--- src/rtl/ibex_fcvt_ws.sv ---
// Iterative binary32 -> int32/uint32 converter (FCVT.W.S / FCVT.WU.S) using a left-shifting window.
// Define IBEX_FCVT_UNSIGNED_EN to honour signed_i; otherwise every conversion is signed.
module ibex_fcvt_ws #(
  parameter int unsigned ShiftStep = 8
) (
  input  logic        clk_i,
  input  logic        rst_i,
  input  logic        valid_i,
  output logic        ready_o,
  input  logic [31:0] operand_i,
  input  logic [2:0]  rnd_mode_i,
  input  logic [2:0]  frm_i,
  input  logic        signed_i,
  input  logic        kill_i,
  output logic        valid_o,
  input  logic        ready_i,
  output logic [31:0] result_o,
  output logic [4:0]  fflags_o,
  output logic [1:0]  dbg_state_o
);

  localparam logic [5:0] STEP = 6'(ShiftStep);

  typedef enum logic [1:0] {S_IDLE, S_SHIFT, S_ROUND, S_DONE} state_e;

  state_e             r_state, w_next;
  logic [87:0]        r_w;
  logic [5:0]         r_c;
  logic signed [9:0]  r_e;
  logic               r_sign, r_nan, r_nz;
  logic [2:0]         r_rm;
  logic [31:0]        r_result;
  logic [4:0]         r_fflags;
`ifdef IBEX_FCVT_UNSIGNED_EN
  logic               r_signed;
`else
  logic               w_unused_signed;
  assign w_unused_signed = signed_i;
`endif

  logic [7:0]         w_exp;
  logic signed [9:0]  w_e;
  logic               w_in_rng, w_accept;
  logic [5:0]         w_c, w_step;
  logic [2:0]         w_rm_raw, w_rm;

  // Handshake: an operand transfers on valid_i & ready_o unless kill_i is high;
  // a result transfers on valid_o & ready_i and is held unchanged until then.
  assign ready_o     = (r_state == S_IDLE);
  assign valid_o     = (r_state == S_DONE);
  assign result_o    = r_result;
  assign fflags_o    = r_fflags;
  assign dbg_state_o = r_state;

  assign w_exp    = operand_i[30:23];
  assign w_e      = $signed({2'b00, w_exp}) - 10'sd127;
  assign w_in_rng = (w_e >= -10'sd1) && (w_e <= 10'sd31);
  assign w_c      = w_in_rng ? 6'(w_e + 10'sd1) : 6'd0;
  // DYN defers to frm_i; anything still not a real mode falls back to RNE.
  assign w_rm_raw = (rnd_mode_i == 3'd7) ? frm_i : rnd_mode_i;
  assign w_rm     = (w_rm_raw > 3'd4) ? 3'd0 : w_rm_raw;
  assign w_accept = valid_i & ready_o & ~kill_i;
  assign w_step   = (r_c < STEP) ? r_c : STEP;

  always_ff @(posedge clk_i or posedge rst_i) begin
    if (rst_i) r_state <= S_IDLE;
    else       r_state <= w_next;
  end

  always_comb begin
    w_next = r_state;
    if (kill_i) begin
      w_next = S_IDLE;
    end else begin
      case (r_state)
        S_IDLE:  if (valid_i) w_next = (w_c != 6'd0) ? S_SHIFT : S_ROUND;
        S_SHIFT: if (r_c <= STEP) w_next = S_ROUND;
        S_ROUND: w_next = S_DONE;
        S_DONE:  if (ready_i) w_next = S_IDLE;
        default: w_next = S_IDLE;
      endcase
    end
  end

  logic [31:0] w_m, w_res;
  logic        w_g, w_s, w_tiny, w_big, w_pos, w_inc, w_nv, w_nx;
  logic [32:0] w_mag;

  always_comb begin
    // Magnitudes below 0.5 never reach the guard bit, so they only count as sticky.
    w_tiny = (r_e < -10'sd1) & r_nz;
    w_m    = w_tiny ? 32'd0 : r_w[87:56];
    w_g    = w_tiny ? 1'b0 : r_w[55];
    w_s    = w_tiny | (|r_w[54:0]);
    case (r_rm)
      3'd1:    w_inc = 1'b0;
      3'd2:    w_inc = r_sign & (w_g | w_s);
      3'd3:    w_inc = ~r_sign & (w_g | w_s);
      3'd4:    w_inc = w_g;
      default: w_inc = w_g & (w_s | w_m[0]);
    endcase
    w_mag = {1'b0, w_m} + {32'd0, w_inc};
    w_big = (r_e >= 10'sd32);
    w_pos = r_nan | ~r_sign;
    w_res = 32'd0;
    w_nv  = 1'b0;
`ifdef IBEX_FCVT_UNSIGNED_EN
    if (!r_signed) begin
      if (w_big) begin
        w_nv  = 1'b1;
        w_res = w_pos ? 32'hFFFF_FFFF : 32'd0;
      end else if (!r_sign) begin
        if (w_mag[32]) begin
          w_nv  = 1'b1;
          w_res = 32'hFFFF_FFFF;
        end else begin
          w_res = w_mag[31:0];
        end
      end else if (w_mag != 33'd0) begin
        w_nv = 1'b1;
      end
    end else
`endif
    begin
      if (w_big) begin
        w_nv  = 1'b1;
        w_res = w_pos ? 32'h7FFF_FFFF : 32'h8000_0000;
      end else if (!r_sign) begin
        if (w_mag > 33'h0_7FFF_FFFF) begin
          w_nv  = 1'b1;
          w_res = 32'h7FFF_FFFF;
        end else begin
          w_res = w_mag[31:0];
        end
      end else begin
        if (w_mag > 33'h0_8000_0000) begin
          w_nv  = 1'b1;
          w_res = 32'h8000_0000;
        end else begin
          w_res = 32'd0 - w_mag[31:0];
        end
      end
    end
    w_nx = ~w_nv & (w_g | w_s);
  end

  always_ff @(posedge clk_i or posedge rst_i) begin
    if (rst_i) begin
      r_w      <= '0;
      r_c      <= '0;
      r_e      <= '0;
      r_sign   <= 1'b0;
      r_nan    <= 1'b0;
      r_nz     <= 1'b0;
      r_rm     <= '0;
      r_result <= '0;
      r_fflags <= '0;
`ifdef IBEX_FCVT_UNSIGNED_EN
      r_signed <= 1'b1;
`endif
    end else if (w_accept) begin
      r_w    <= {32'd0, |w_exp, operand_i[22:0], 32'd0};
      r_c    <= w_c;
      r_e    <= w_e;
      r_sign <= operand_i[31];
      r_nan  <= (w_exp == 8'hFF) & (|operand_i[22:0]);
      r_nz   <= |operand_i[30:0];
      r_rm   <= w_rm;
`ifdef IBEX_FCVT_UNSIGNED_EN
      r_signed <= signed_i;
`endif
    end else if (r_state == S_SHIFT && !kill_i) begin
      r_w <= r_w << w_step;
      r_c <= r_c - w_step;
    end else if (r_state == S_ROUND && !kill_i) begin
      r_result <= w_res;
      r_fflags <= {w_nv, 3'b000, w_nx};
    end
  end

endmodule
--- config.mk ---
export PLATFORM = sky130hd
export DESIGN_NAME = ibex_fcvt_ws
export DESIGN_NICKNAME = d
export VERILOG_FILES = /design/src/rtl/ibex_fcvt_ws.sv
export SDC_FILE = /design/constraint.sdc
export NUM_CORES = 1
export LEC_CHECK = 0
export CELL_PAD_IN_SITES_DETAIL_PLACEMENT = 0
export CELL_PAD_IN_SITES_GLOBAL_PLACEMENT = 2
export CORE_MARGIN = 1
export CORE_UTILIZATION = 36
export CTS_CLUSTER_SIZE = 12
export DETAILED_ROUTE_END_ITERATION = 16
export HOLD_SLACK_MARGIN = 0.12
export PLACE_DENSITY_LB_ADDON = 0.2
export SLEW_MARGIN = 20
export SYNTH_ARGS = -nofsm -noshare
export SYNTH_HDL_FRONTEND = slang
export SYNTH_SLANG_ARGS = --single-unit
--- constraint.sdc ---
create_clock -name clk_i -period 6.7 [get_ports clk_i]
set_input_delay 1.34 -clock clk_i [delete_from_list [all_inputs] [get_ports clk_i]]
set_output_delay 1.34 -clock clk_i [all_outputs]
set_load 0.02 [all_outputs]
# Word level (Yosys, flattened, before mapping)
# Index checks and enable logic that the tools add are counted.
# W data, S select, Z words.
[word_totals] register_bits=145 in_bits=44
[op_classes] n_addsub=5 n_lt_le_gt_ge=9 n_eq_ne=12 n_shift=1 mux=26 n_bitwise=17 n_reduce_logical=13
[op_table] op="$mux W32" n=6
[op_table] op="$mux W88" n=2
[op_table] op="$shl A88 B6 Y88" n=1
[op_table] op="$reduce_or A55 Y1" n=1
[op_table] op="$add A32 B1 Y33" n=1
[op_table] op="$gt A33 B31 Y1 const B" n=1
[op_table] op="$gt A33 B32 Y1 const B" n=1
[op_table] op="$sub A1 B32 Y32 const A" n=1
[op_table] op="$reduce_or A31 Y1" n=1
[op_table] op="$mux W6" n=4
[op_table] op="$reduce_or A23 Y1" n=1
[op_table] op="$mux W2" n=5
[op_table] op="$ge A9 B1 Y1 const B" n=1
[op_table] op="$ge A9 B7 Y1 const B" n=1
[op_table] op="$le A9 B6 Y1 const B" n=1
[op_table] op="$lt A9 B1 Y1 const B" n=1
[op_table] op="$sub A8 B7 Y9 const B" n=1
[op_table] op="$and A1 B1 Y1" n=8
[op_table] op="$eq A8 B8 Y1 const B" n=1
[op_table] op="$pmux W2 S4" n=1
[op_table] op="$reduce_or A8 Y1" n=1
[op_table] op="$add A6 B2 Y6 const B" n=1
[op_table] op="$eq A3 B2 Y1 const B" n=2
[op_table] op="$eq A3 B3 Y1 const B" n=2
[op_table] op="other kinds (20)" n=37

# Depth between registers and ports, before layout
[logic_depth] word_depth=13 mapped_depth=24 mapped_depth_nobuf=19

# Least setup slack after synthesis
# Ideal clock, no wire load.
[synth_timing] path_type="register -> register" from="register r_e[7]" to="register r_result[31], in the netlist result_o[31]" setup_time_ns=0.126 arrival_time_ns=4.990 required_ns=6.574 slack_ns=1.583 path_stages_with_launch=21 path_buffers=4 period_less_slack_ns=5.117 path_cell_list="dfrtp_1 > nand4_1 > o211ai_1 > buf_2 > clkbuf_1 > clkbuf_1 > nand2_1 > or2_2 > a21boi_0 > ha_1 > ha_1 > buf_2 > nand3_1 > mux2i_1 > o311a_1 > a2111oi_0 > o211ai_1 > nor4_2 > nand3_1 > xnor2_1 > a221o_1"
[synth_between] elab_chain_len=11 elab_cells_between_ends=20 cone_classes="2 x add/sub; 4 x order compare; 7 x mux; 7 x bitwise"
[synth_lines] element="from (decl)" line="29" source="logic signed [9:0] r_e;"
[synth_lines] element="from (signal assigned)" line="164" source="r_e <= w_e;"
[synth_lines] element="$lt A9 B1 Y1" line="91" source="w_tiny = (r_e < -10'sd1) & r_nz;"
[synth_lines] element="$and A1 B1 Y1" line="91"
[synth_lines] element="$or A1 B1 Y1 (tied with other cells)" line="94" source="w_s = w_tiny | (|r_w[54:0]);"
[synth_lines] element="$or A1 B1 Y1, on equally long branches" line="100, 97, 98"
[synth_lines] element="$and A1 B1 Y1, on equally long branches" line="100, 97, 98"
[synth_lines] element="$pmux W1 S4" line="95" source="case (r_rm)"
[synth_lines] element="$add A32 B1 Y33" line="102" source="w_mag = {1'b0, w_m} + {32'd0, w_inc};"
[synth_lines] element="$sub A1 B32 Y32 (tied with other cells)" line="140" source="w_res = 32'd0 - w_mag[31:0];"
[synth_lines] element="$mux W32, on equally long branches" line="136, 129"
[synth_lines] element="$mux W32" line="128" source="end else if (!r_sign) begin"
[synth_lines] element="$mux W32 *" line="125" source="if (w_big) begin"
[synth_lines] element="to (signal assigned)" line="176" source="r_result <= w_res;"
[synth_lines] element="to (decl)" line="32" source="logic [31:0] r_result;"
# Mark *: on every way between the ends. The rest lies on a longest branch, timed or not.
# A chain may end at the register's enable or synchronous reset.

# Final worst setup path
[layout_timing] from="register r_w[26]" to="register r_result[19], in the netlist result_o[19]"
[layout_between] elab_chain_len=10 elab_cells_between_ends=16 cone_classes="2 x add/sub; 2 x order compare; 5 x mux; 6 x bitwise; 1 x reduce/logical"
[layout_lines] element="from (decl)" line="27" source="logic [87:0] r_w;"
[layout_lines] element="from (signal assigned)" line="162" source="r_w <= {32'd0, |w_exp, operand_i[22:0], 32'd0};"
[layout_lines] element="from (signal assigned)" line="173" source="r_w <= r_w << w_step;"
[layout_lines] element="$reduce_or A55 Y1 *" line="94"
[layout_lines] element="$or A1 B1 Y1 *" line="94"
[layout_lines] element="$or A1 B1 Y1, on equally long branches" line="100, 97, 98"
[layout_lines] element="$and A1 B1 Y1, on equally long branches" line="100, 97, 98"
[layout_lines] element="$pmux W1 S4 *" line="95"
[layout_lines] element="$add A32 B1 Y33 *" line="102"
[layout_lines] element="$sub A1 B32 Y32 (tied with other cells)" line="140"
[layout_lines] element="$mux W32, on equally long branches" line="136, 129"
[layout_lines] element="$mux W32 *" line="128"
[layout_lines] element="$mux W32 *" line="125"
# Marked as above.

==> metrics.txt <==
clock sink total 145; kind of critical path register to register; Yosys top cell by area dfrtp_1; Switching Share 49.4%; Port Buffer Count 80; first-pass GRT wire length 69,300 um; Min-Delay Path Depth 2; CP endpoint kind register; number of global-route vias before repair 12,100; Clock Power Share 15.3%; most frequent cell after synthesis nand2_1; Residual DRC 0; CORE AREA 0.0345 mm2; worst flop-to-flop path startpoint r_w[26]; Vias 12,600; Post-synth top cells nand2_1, a21oi_1, mux2i_1; sequential share of power 23.8%; Yosys cell types 85; power density over the cells 455 mW/mm2; Detail Route Antenna Nets 0; RSZ-0062 raised after global routing no; Worst-Margin Slew 0.967 ns; Synth Cell Area 0.0126 mm2; routability-driven placement congestion ratio 0.835; Post-synth EDFFs 0; Gate power share 60.8%; Synth Warn # 0; crit path DAT 6.25 ns; Mapped Cells 1,681; highest clock rate 170 MHz; fin. max-slew vios 0; Post-CTS Repair Setup Buffers 0; syn avg cell area 7.48 um2; clk_skew 0.0104 ns; Startpoint Class register; hold path start r_e[2]; synth top area cells dfrtp_1, mux2i_1, nand2_1; CTS Buf Count 17; die width 189 um; CTS tree built; VDD IR max 0.213 mV; switching power total 0.00321 W; largest net degree at the start of global routing 104; Post-CTS Resized 0; FF-to-FF path depth 21; FF+latch count, synth 145; pre-CTS WS 0.862 ns; Hold Crit Class register to register; FILL cells 3,610; root buffer cell clkbuf_16; Primary FF master, synth dfrtp_1; number of hold violations in the final report 0; clock buffer depth 2; crit path time final 5.90 ns; asr flop ratio synth 100%; Worst slew margin 35.5%; fin nets 1,734; R2R Path End result_o[19]; LEAKAGE 5.84 nW; ANT cells 0; Critical Path RT 7.06 ns; reg-to-reg slack, setup 0.80 ns; Vias/cell 5.88; I/O pin count 85; multi-input logic area 0.00825 mm2; H-tree Lvls 4; Max FO, Critical Path 15; final setup vio count 0; FF+latch area 0.00363 mm2; sequential element share of the synthesized area 28.9%; Hold EP r_e[2]; routed len/inst 19.9 um; Synth top area share 28.9%; # rows 68; drt total wl 42,700 um; clock slew at reported path FFs 0.07 ns; Die Area 0.0357 mm2; DRT Pass-1 Iters 5; min setup slack post-route 0.805 ns; number of max-cap violations 0; Initial Utilization 36.5%; crit share post-route 88.0%; share of layout cells above drive strength 1 7.12%; status complete, no violations; DP Wirelength 30,000 um; Die H 189 um; initial antenna violation count 0; overall global routing resource usage 24.5%; worst skew pair latency 0.45 ns; Overflow after GRT 0; Setup TNS 0 ns; initial DRC count 966; Layout area overhead 13.8%; Internal Pwr Total 0.00329 W; hold buffer count at cts 0
==> layer usage <==
metal | track usage, % | part of all wire [%]
met1 | 35.6 | 49
met5 | 0 | 0
met3 | 2.46 | 3.3
met4 | 7.44 | 2.0
met2 | 38.0 | 46
==> cells by family after synthesis <==
group                      count (synthesis)  share of synthesized area [%]
muxes                                    174                           13.9
xor gates and xnor gates                  39                           2.72
other                                      2                         0.0598
adders and majority gates                 15                           1.49
AOI/OAI and AO/OA                        500                           23.9
buffers and inverters                    179                           5.83
and+or+nand+nor                          627                           23.3
DFF                                      145                           28.9
==> registers in the layout, summed over array words and instances, names as in the netlist <==
register     cells
r_sign           1
r_e              9
r_w             88
dbg_state_o      2
r_nan            1
r_c              6
result_o        32
r_nz             1
r_rm             3
fflags_o         2
==> cell usage in the layout (no fill, tap or decap), types with 16 or more instances in the layout <==
cell type	count
o21ai_0	124
xnor2_1	23
mux2i_1	170
buf_4	45
a31oi_1	21
nand4_1	28
nand2_1	309
o22ai_1	27
clkbuf_16	17
nor2_1	101
clkdlybuf4s50_1	80
nor4_1	40
inv_1	24
dfrtp_1	144
xor2_1	16
nand3_1	31
a21oi_1	205
nor3_1	31
==> power groups by stage <==
stage | Clock [W] | Combinational [W] | Sequential, W
floorplan | 0 | 0.00268 | 0.00147
global placement | 0 | 0.00394 | 0.00156
detailed placement | 0 | 0.00394 | 0.00156
CTS | 0.00101 | 0.00395 | 0.00155
global route | 0.00105 | 0.00437 | 0.00160
finish | 0.000996 | 0.00396 | 0.00155
==> worst max path at each step <==
stage,startpoint,slack (ns),cells after the start,to
after floorplan,rst_i,1.47,1,dbg_state_o[0]
after global placement,r_w[26],0.84,21,result_o[29]
after detailed placement,r_w[26],0.86,21,result_o[19]
after CTS,r_w[26],0.84,21,result_o[19]
after global routing,r_w[26],0.44,21,result_o[8]
final,r_w[26],0.80,21,result_o[19]
==> through the flow <==
stage	util, %	cell area, um2	power (W)	std cells	hold slack, ns
finish	41.5	14300	0.00650	2141	0.480
global route	41.5	14300	0.00702	2141	0.498
CTS	41.5	14300	0.00652	2141	0.480
detailed placement	39.8	13700	0.00550	2111	0.466
global placement	39.8	13700	0.00550	2111	0.462
floorplan	-	12600	0.00414	1683	0.443
==> worst max-delay path, stage by stage (launching register included) <==
cell	delay, ns
dfrtp_1	0.45
nor4_1	0.12
nand4_1	0.17
nor4_1	0.08
buf_4	0.15
nand2_1	0.08
nor3_1	0.05
o31ai_1	0.20
nand3_1	0.09
a21boi_0	0.60
ha_1	0.31
buf_4	0.16
nand3_2	0.19
or4_1	0.77
nor4_2	0.47
mux2i_1	0.42
o2111ai_1	0.33
nor3_2	0.37
a21o_1	0.28
buf_12	0.17
o21ai_1	0.07
a211oi_1	0.26
==> area by class of cell <==
type,instances,area share [%]
clock buffer,18,3.07
clock inverter,12,0.998
inverter,26,0.744
multi-input combinational,1359,57.7
sequential,145,25.4
tap,455,3.98
timing repair buffer,126,8.10
Note: power is estimated with default switching activity, not from simulation.
